[src/rtl/pheap_level.sv]
// One interior/leaf level of the pipelined pHeap max-heap: node storage, child-read port for the level above,
// and a single-cycle LEQ/DEQ step that hands displaced or promoted work to the level below.
package pq_pkg;
    localparam int LEVELS = 3;
    localparam int KEY_W  = 8;
    localparam int VAL_W  = 8;

    typedef struct packed {
        logic [KEY_W-1:0] key;
        logic [VAL_W-1:0] val;
    } kv_t;

    typedef struct packed {
        kv_t               kv;
        logic [LEVELS-1:0] cap;
        logic              active;
    } entry_t;

    localparam kv_t    KV_EMPTY    = '{key: '0, val: '0};
    localparam entry_t ENTRY_EMPTY = '{kv: KV_EMPTY, cap: '0, active: 1'b0};

    typedef enum logic {LEQ = 1'b0, DEQ = 1'b1} opcode_t;
    typedef enum logic [1:0] {DONE = 2'd0, WAIT = 2'd1, NEXT_LEVEL = 2'd2} done_t;
endpackage

module pheap_level
    import pq_pkg::*;
#(
    parameter int  LEVEL  = 2,
    parameter int  LEVELS = pq_pkg::LEVELS,
    localparam int IW     = LEVEL - 1,
    localparam int RW     = (LEVEL > 2) ? LEVEL - 2 : 1
) (
    input  logic          clk,
    input  logic          rst,
    input  logic          start,
    input  opcode_t       op_in,
    input  kv_t           kv_in,
    input  logic [IW-1:0] idx_in,
    input  logic [RW-1:0] up_raddr,
    output entry_t        up_rL,
    output entry_t        up_rR,
    output logic [IW-1:0] dn_raddr,
    input  entry_t        dn_rL,
    input  entry_t        dn_rR,
    output done_t         done,
    output logic          start_out,
    output opcode_t       op_out,
    output kv_t           kv_out,
    output logic [IW:0]   idx_out,
    output logic          busy
);
    localparam int                NODES   = 1 << IW;
    localparam bit                IS_LEAF = (LEVEL == LEVELS);
    localparam logic [LEVELS-1:0] CAP_RST = LEVELS'((1 << (LEVELS - LEVEL + 1)) - 1);

    typedef enum logic {S_IDLE = 1'b0, S_EXEC = 1'b1} state_t;

    state_t        state_q, state_d;
    opcode_t       op_q;
    kv_t           kv_q;
    logic [IW-1:0] idx_q;
    entry_t        mem_q [NODES];

    entry_t            node, child_l, child_r, wdata;
    logic [LEVELS-1:0] cap_dec, cap_inc;
    logic              child_sel, dec_next, l_wins, exec_live;
    kv_t               fwd_kv;

    // Level 2 children of the single root node are simply entries 0 and 1.
    if (IW == 1) begin : g_root_children
        logic unused_raddr;
        assign unused_raddr = ^up_raddr;
        assign up_rL = mem_q[1'b0];
        assign up_rR = mem_q[1'b1];
    end else begin : g_children
        assign up_rL = mem_q[{up_raddr, 1'b0}];
        assign up_rR = mem_q[{up_raddr, 1'b1}];
    end

    if (IS_LEAF) begin : g_leaf
        logic unused_dn;
        assign unused_dn = ^{dn_rL, dn_rR};
        assign child_l   = ENTRY_EMPTY;
        assign child_r   = ENTRY_EMPTY;
    end else begin : g_inner
        assign child_l = dn_rL;
        assign child_r = dn_rR;
    end

    assign dn_raddr = IS_LEAF ? '0 : idx_q;

    always_ff @(posedge clk) begin
        if (rst) state_q <= S_IDLE;
        else     state_q <= state_d;
    end

    always_comb begin
        state_d = state_q;
        case (state_q)
            S_IDLE:  if (start) state_d = S_EXEC;
            S_EXEC:  state_d = S_IDLE;
            default: state_d = S_IDLE;
        endcase
    end

    always_ff @(posedge clk) begin
        if (rst) begin
            op_q  <= LEQ;
            kv_q  <= KV_EMPTY;
            idx_q <= '0;
        end else if (state_q == S_IDLE && start) begin
            op_q  <= op_in;
            kv_q  <= kv_in;
            idx_q <= idx_in;
        end
    end

    // NOTE: the node array is reset entry by entry because each empty node must report its subtree capacity.
    always_ff @(posedge clk) begin
        if (rst) begin
            for (int i = 0; i < NODES; i++)
                mem_q[i] <= '{kv: KV_EMPTY, cap: CAP_RST, active: 1'b0};
        end else if (state_q == S_EXEC) begin
            mem_q[idx_q] <= wdata;
        end
    end

    // NOTE: every output of this block gets a default first so no path leaves a latch behind.
    always_comb begin
        node      = mem_q[idx_q];
        cap_dec   = (node.cap == '0) ? '0 : node.cap - LEVELS'(1);
        cap_inc   = (node.cap >= CAP_RST) ? CAP_RST : node.cap + LEVELS'(1);
        wdata     = node;
        fwd_kv    = KV_EMPTY;
        child_sel = 1'b0;
        dec_next  = 1'b0;
        l_wins    = child_l.active && (!child_r.active || child_l.kv.key >= child_r.kv.key);
        if (op_q == LEQ) begin
            wdata.cap = cap_dec;
            if (!node.active) begin
                wdata.kv     = kv_q;
                wdata.active = 1'b1;
            end else begin
                if (node.kv.key < kv_q.key) begin
                    wdata.kv = kv_q;
                    fwd_kv   = node.kv;
                end else begin
                    fwd_kv   = kv_q;
                end
                dec_next = !IS_LEAF;
                if (child_l.cap != '0 && child_r.cap != '0)
                    child_sel = (child_l.kv.key > child_r.kv.key);
                else
                    child_sel = (child_l.cap == '0);
            end
        end else begin
            wdata.cap = cap_inc;
            if (!child_l.active && !child_r.active) begin
                wdata.kv     = KV_EMPTY;
                wdata.active = 1'b0;
            end else begin
                wdata.kv     = l_wins ? child_l.kv : child_r.kv;
                wdata.active = 1'b1;
                child_sel    = !l_wins;
                dec_next     = 1'b1;
            end
        end
    end

    // A reset landing mid-EXEC suppresses the handoff so level L+1 never sees a half-finished step.
    assign exec_live = (state_q == S_EXEC) && !rst;

    always_comb begin
        busy      = (state_q != S_IDLE);
        done      = DONE;
        start_out = 1'b0;
        op_out    = LEQ;
        kv_out    = KV_EMPTY;
        idx_out   = '0;
        if (state_q == S_IDLE && start && !rst)
            done = WAIT;
        if (exec_live && dec_next) begin
            done      = NEXT_LEVEL;
            start_out = 1'b1;
            op_out    = op_q;
            kv_out    = fwd_kv;
            idx_out   = {idx_q, child_sel};
        end
    end
endmodule

[config.mk]
export PLATFORM = sky130hd
export DESIGN_NAME = pheap_level
export DESIGN_NICKNAME = d
export VERILOG_FILES = /design/src/rtl/pheap_level.sv
export SDC_FILE = /design/constraint.sdc
export NUM_CORES = 1
export LEC_CHECK = 0
export BUFFER_PORTS_ARGS = -buffer_cell sky130_fd_sc_hd__buf_2
export CAP_MARGIN = 20
export CELL_PAD_IN_SITES_DETAIL_PLACEMENT = 0
export CELL_PAD_IN_SITES_GLOBAL_PLACEMENT = 1
export CORE_ASPECT_RATIO = 0.5
export CORE_UTILIZATION = 40
export DETAILED_ROUTE_END_ITERATION = 16
export GPL_ROUTABILITY_DRIVEN = 0
export PLACE_DENSITY = 0.83
export SLEW_MARGIN = 30
export SYNTH_ARGS = -nofsm -noshare
export SYNTH_HDL_FRONTEND = slang
export SYNTH_SLANG_ARGS = --single-unit
[constraint.sdc]
create_clock -name clk -period 5.3 [get_ports clk]
set_input_delay 1.06 -clock clk [delete_from_list [all_inputs] [get_ports clk]]
set_output_delay 1.06 -clock clk [all_outputs]
set_load 0.02 [all_outputs]
## After elaboration in Yosys (flattened, before gate mapping)

Memories as Yosys holds them, arrays and structs flattened. A register that Yosys moved wholly into a read port is not among the register bits.
Index checks and enable logic that the tools add are counted.

| storage, ports and cells | value |
|---|---|
| register bits after elaboration | 19 |
| bits in writable memories | 40 |
| input bits | 62 |
| output and inout port bits | 64 |
| logic and storage cells | 65 |
| memories | 1 |

Memories:

| memory | depth | bits a word | rd ports | clocked after memory_dff | write ports | RTL line | RTL |
|---|---|---|---|---|---|---|---|
| mem_q | 2 | 20 | 3 | 1 | 2 | 63 | `entry_t mem_q [NODES];` |

| operators by class | value |
|---|---|
| add/subtract/negate cells | 2 |
| magnitude comparators | 4 |
| muxes and demuxes | 35 |
| bitwise operators | 1 |
| reductions and logical operators | 17 |

Operators by type and width:

| kind | count |
|---|---|
| $mux 16 | 8 |
| $mux 20 | 2 |
| $mux 1 | 20 |
| $reduce_or 20->1 | 1 |
| $ge 8x8->1 | 1 |
| $gt 8x8->1 | 1 |
| $lt 8x8->1 | 1 |
| $logic_and 1x1->1 | 7 |
| $logic_not 3->1 | 2 |
| $mux 3 | 2 |
| $reduce_bool 3->1 | 2 |
| $logic_not 1->1 | 4 |
| $mux 2 | 2 |
| $add 3x1->3 const B | 1 |
| $ge 3x2->1 const B | 1 |
| $sub 3x1->3 const B | 1 |
| $pmux 1 s2 | 1 |
| $logic_or 1x1->1 | 1 |
| $not 1->1 | 1 |

## Logic depth before layout (Yosys ltp)

Gate-level depths: netlist of run 1.

| logic depth | value |
|---|---|
| depth in word-level cells | 7 |
| depth in mapped cells | 10 |
| gate-level depth less buffers | 8 |

## Least setup slack after synthesis of run 1

OpenSTA, ideal clock, no wires.

| timing path | value |
|---|---|
| path kind | reg2out |
| from | register (tool-made name) |
| to | output kv_out[8] in the netlist's numbering |
| arrival | 2838 ps |
| required time | 4240 ps |
| setup slack | 1402 ps |
| cell stages (with the launch flop) | 10 |
| buffers on the path | 2 |
| path through | dfxtp_1 > buf_2 > mux2_2 > ha_1 > a21oi_1 > o21ai_0 > nor3_4 > clkbuf_1 > nor2_1 > a211oi_1 |

RTL lines:

| element | RTL line | RTL |
|---|---|---|
| to (decl) | 49 | `output kv_t kv_out,` |

==> impl_metrics.tcl, run 1 <==
set metrics [dict create \
    place_inst 604 \
    synth_top_area_share 0.331 \
    worst_hold_slack_ps 475 \
    hold_path.class "flop to flop" \
    syn_to_final_growth_pct 28.3 \
    min_from "kv_q[2]$_SDFFE_PP0P_" \
    die_w_um 137 \
    grt_pass1_wl_mm 16.2 \
    die_area_um2 9480 \
    reg2reg_to "mem_q[1][14]$_SDFFCE_PN0P_" \
    syn-cell-area_um2 3630 \
    grt_max_degree 26 \
    drive_above_1_share 0.314 \
    cp.arrival_ps 3520 \
    cellPowerDensity_nw_per_um2 301 \
    postRouteAntennaNets 0 \
    crit_required_ps 4240 \
    critPathLaunchType "flop" \
    hold_viol_final 0 \
    cts_tree "done" \
    syn_inst 378 \
    peakVddDrop_mv 0.175 \
    totalWireLength_mm 10.5 \
    antenna_found_initial 0 \
    vias_per_cell 5.36 \
    finalClockSkew_ps 5.08 \
    grt_pass1_vias 3143 \
    synth_top_area_cell "edfxtp_1" \
    syn_nets 460 \
    end_kind "output port" \
    place_area_um2 4350 \
    clk_pin_slew_worst_paths_ps 50 \
    cts_buffers 9 \
    synth_seq_cells 60 \
    drt_pre_antenna_iters 4 \
    drtIter0Drc 218 \
    min_delay_path_depth 2 \
    route.detailed.drc 0 \
    cts_max_level 3 \
    max_slew_margin 0.416 \
    clkLatencyLatePin_ps 330 \
    rsz0062_at_grt "no" \
    rows 24 \
    final_max_slew_viol_count 0 \
    routedWlPerCell_um 16.9 \
    grt.total_usage 0.230 \
    critPathMaxFanout 22 \
    clock-sinks 60 \
    grt_overflow_total 0 \
    dp_hpwl_mm 7.45 \
    dp_slack_ps 1050 \
    tightest_slew_ps 876 \
    maxCapViolCount 0 \
    yosysUniqueCellTypes 36 \
    fmax_mhz 218 \
    layout_setup_ws_ps 721 \
    status "finished clean" \
    cts_setup_buffers 0 \
    ys_warn_count 0 \
    cts_resized 0 \
    fin_cells 620 \
    period_share 0.864 \
    die_y_um 69.4 \
    fin_crit_ps 4580 \
    ys_seq_area_frac 0.441 \
    initial_utilization 0.414 \
    r2r_cells 10 \
    p_leak_nw 2.06 \
    cts_hold_buf 0 \
    rrSetupSlack_ps 1550 \
    yosys-top-cells-area "edfxtp_1 33%, dfxtp_1 11%, mux2i_1 9.7%, o32ai_1 8.0%, ha_1 6.9%" \
    diodes 0 \
    critical_path_class "flop to output port" \
    port-buffer-count 124 \
    finalNetCount 580 \
    cts_root_buf "clkbuf_16" \
    avgSynthCellArea_um2 9.60 \
    vias 3325 \
    cts.path.max_buffers 2 \
    core_area_um2 8770 \
    final_area_um2 4660 \
    setup_viol 0 \
    ios 126 \
    setup_tns_ps 0 \
    hold_end "kv_q[2]$_SDFFE_PP0P_" \
]
-- worst max path at each step --
| stage | startpoint | endpoint | slack [ps] | depth (start not counted) |
|---|---|---|---|---|
| floorplan | flop | kv_out[8] | 1400 | 9 |
| global placement | flop | kv_out[6] | 1050 | 10 |
| detailed placement | flop | kv_out[6] | 1050 | 10 |
| CTS | flop | kv_out[6] | 680 | 10 |
| global route | flop | kv_out[6] | 510 | 10 |
| finish | flop | kv_out[6] | 720 | 10 |
-- power breakdown --
group	total (mW)	switching (mW)	leakage, nW	internal, mW
clock network	0.588	0.213	0.143	0.375
registers	0.542	0.0184	0.566	0.524
logic	0.270	0.169	1.35	0.101
-- registers in the layout, indices dropped and copies added (netlist names), named ones only --
name	cells
dn_raddr	1
kv_q	16
op_q	1
busy	1
mem_q	40
-- layer usage --
layer / GRT usage / part of all wire / vias up
met5: 0 / 0 / -
met4: 0.0654 / 0.011 / 0
met3: 0.0658 / 0.10 / 10
met2: 0.363 / 0.46 / 126
met1: 0.305 / 0.42 / 1565
li1: - / - / 1624
-- cell usage after synthesis, drive strengths merged --
master,number
a211oi,10
a21boi,1
a21oi,28
a311oi,1
and2,10
and3,1
buf,10
clkbuf,12
dfxtp,20
edfxtp,40
ha,20
inv,23
mux2,8
mux2i,35
nand2,52
nand2b,3
nand4,3
nor2,49
nor2b,3
nor3,3
nor4,1
o211ai,2
o21ai,4
o22ai,1
o31ai,1
o32a,1
o32ai,33
or2,2
or3,1
-- cells by family after synthesis --
family,after synthesis,share of synthesized area
DFF,60,0.441
and+or+nand+nor,128,0.155
muxes,43,0.121
AOI/OAI and AO/OA,82,0.160
buffers and inverters,45,0.0538
adders and majority gates,20,0.0689
-- through the flow --
stage                     power (mW)  utilization
after floorplan                0.732            -
after global placement         0.816        0.497
after detailed placement       0.819        0.497
after CTS                       1.41        0.531
after global routing            1.46        0.531
final                           1.40        0.531
-- area by class of cell --
cell class | instances | area, um^2
multi-input cells | 273 | 1850
clock inverters | 6 | 62.6
well taps | 117 | 146
flip-flops and latches | 60 | 1600
repair buffers | 131 | 673
clock buffers | 10 | 239
fillers | 850 | 4110
inverters | 23 | 86.3
-- worst max-delay path, cell delays in order (launching register included) --
cell,delay [ps]
dfxtp_1,750
buf_4,270
mux2_2,360
ha_1,190
a21oi_1,130
o21ai_0,180
nor3_4,380
buf_4,360
nor2_1,70
a211oi_1,260
buf_2,220
-- cell usage in the layout (no fill, tap or decap), drive strengths merged, types with 4 or more instances in the layout --
master | synthesis | final
edfxtp | 40 | 40
and2 | 10 | 10
nor2 | 49 | 49
dfxtp | 20 | 20
mux2 | 8 | 8
inv | 23 | 24
ha | 20 | 20
o32ai | 33 | 33
clkbuf | 12 | 10
mux2i | 35 | 35
o21ai | 4 | 4
buf | 10 | 131
a211oi | 10 | 10
a21oi | 28 | 28
nand2 | 52 | 52
Power figures use the tool's default switching activity.
==> run 2: changes to the inputs <==
==> constraint.sdc (replaced) <==
create_clock -name clk -period 5.3 [get_ports clk]
set_input_delay 0.53 -clock clk [delete_from_list [all_inputs] [get_ports clk]]
set_output_delay 0.53 -clock clk [all_outputs]
set_load 0.02 [all_outputs]
==> run 2 against run 1 <==
Cell count down 0.48%; critical path type unchanged; non-clock buffer count is 2 lower; first-iteration DRC count up 8.3%; maximum frequency grew 10%; clock skew is 0.93 ps higher; sequential power about the same; largest cell class unchanged; largest power group unchanged; cell area decreased by 0.73%.
==> impl_metrics.tcl, run 2 (synthesized netlist as in run 1, its figures left out) <==
set metrics [dict create \
    final_max_slew_viol_count 0 \
    finalNetCount 578 \
    die_area_um2 9480 \
    rsz0062_at_grt "no" \
    die_w_um 137 \
    initial_utilization 0.414 \
    clkLatencyLatePin_ps 330 \
    rrSetupSlack_ps 1420 \
    cts_setup_buffers 0 \
    critical_path_class "flop to output port" \
    die_y_um 69.4 \
    vias 3291 \
    fmax_mhz 241 \
    critPathSlowestCell "dfxtp_1" \
    cp.arrival_ps 3630 \
    hold_path.class "primary input to flop" \
    reg_top3 "mem_q: 40 flops, kv_q: 16 flops" \
    routedWlPerCell_um 17.0 \
    critPathLaunchType "flop" \
    diodes 0 \
    fin_crit_ps 4160 \
    max_flop_register "mem_q" \
    drive_above_1_share 0.308 \
    final_common_cell "buf_2" \
    finalClockSkew_ps 6.01 \
    period_share 0.784 \
    cp.buffers_inverters 2 \
    core_area_um2 8770 \
    cts.path.max_buffers 2 \
    fin_cells 617 \
    peakVddDrop_mv 0.161 \
    grt.total_usage 0.228 \
    drtIter0Drc 236 \
    grt_pass1_vias 3054 \
    setup_viol 0 \
    clock-sinks 60 \
    port-buffer-count 124 \
    end_kind "output port" \
    rows 24 \
    vias_per_cell 5.33 \
    cp_top_family "flip-flops" \
    hold_viol_final 0 \
    largest_reg_flops 40 \
    cts_max_level 3 \
    setup_tns_ps 0 \
    crit_required_ps 4770 \
    cts_root_buf "clkbuf_16" \
    cellPowerDensity_nw_per_um2 297 \
    tightest_slew_ps 891 \
    grt_max_degree 26 \
    totalWireLength_mm 10.5 \
    cp_cell_sequence "mux2_2 > ha_1 > a21oi_1 > o21ai_0 > nor3_4 > buf_4 > nor2_1 > a211oi_1 > buf_2" \
    place_inst 602 \
    clk_pin_slew_worst_paths_ps 50 \
    slowest_delay_ps 880 \
    status "finished clean" \
    route.detailed.drc 0 \
    cts_buffers 9 \
    grt_overflow_total 0 \
    cts_resized 0 \
    postRouteAntennaNets 0 \
    final_cell_mix "124 x buf_2, 52 x nand2_1, 48 x nor2_1" \
    ios 126 \
    cts_tree "done" \
    grt_pass1_wl_mm 16.0 \
    dp_hpwl_mm 7.44 \
    p_leak_nw 2.04 \
    syn_to_final_growth_pct 27.3 \
    drt_pre_antenna_iters 4 \
    cts_hold_buf 0 \
    max_slew_margin 0.406 \
    antenna_found_initial 0 \
    critPathMaxFanout 22 \
    maxCapViolCount 0 \
]
==> run 2: final timing paths <==
path / start / end / depth (start not counted)
setup / recovery: flop / kv_out[6] / 9
hold / removal: kv_in[9] / kv_q[9]$_SDFFE_PP0P_ / 3
setup reg to reg: flop / mem_q[1][16]$_SDFFCE_PN0P_ / 9
hold reg to reg: kv_q[7]$_SDFFE_PP0P_ / kv_q[7]$_SDFFE_PP0P_ / 2
==> run 2: metal layers <==
| layer | GRT usage | routed length [um] | up-vias |
|---|---|---|---|
| met4 | 0.0556 | 94 | 0 |
| met3 | 0.0585 | 1030 | 8 |
| met1 | 0.318 | 4490 | 1526 |
| met2 | 0.353 | 4840 | 132 |
| met5 | 0 | 0 | - |
| li1 | - | - | 1625 |
==> run 2: tightest hold or removal path: stages <==
cell and delay, ps:
buf_2 100, nand2_1 40, a21oi_1 50
==> run 2: final cells by class <==
class	instances	area (um^2)
multi-input cells	273	1850
clock inverters	5	53.8
clock buffers	10	229
well taps	117	146
repair buffers	129	658
fillers	870	4150
flip-flops and latches	60	1600
inverters	23	86.3
==> run 2: report_power, final <==
group          internal (mW)  leakage, nW  total, mW  switching (mW)
logic                 0.0998         1.34      0.267           0.167
clock network          0.358        0.132      0.563           0.205
registers              0.524        0.566      0.543          0.0192
total                  0.982         2.04       1.37           0.392
==> run 2: stage by stage <==
step | cell area [um^2] | setup WS, ps | hold WS (ps) | util | power (mW)
2_1_floorplan | 3630 | 1930 | 450 | - | 0.732
3_3_place_gp | 4340 | 1470 | 461 | 0.495 | 0.815
3_5_place_dp | 4340 | 1500 | 467 | 0.495 | 0.818
4_1_cts | 4620 | 1090 | 428 | 0.527 | 1.38
5_1_grt | 4620 | 888 | 434 | 0.527 | 1.43
6_report | 4620 | 1140 | 437 | 0.527 | 1.37
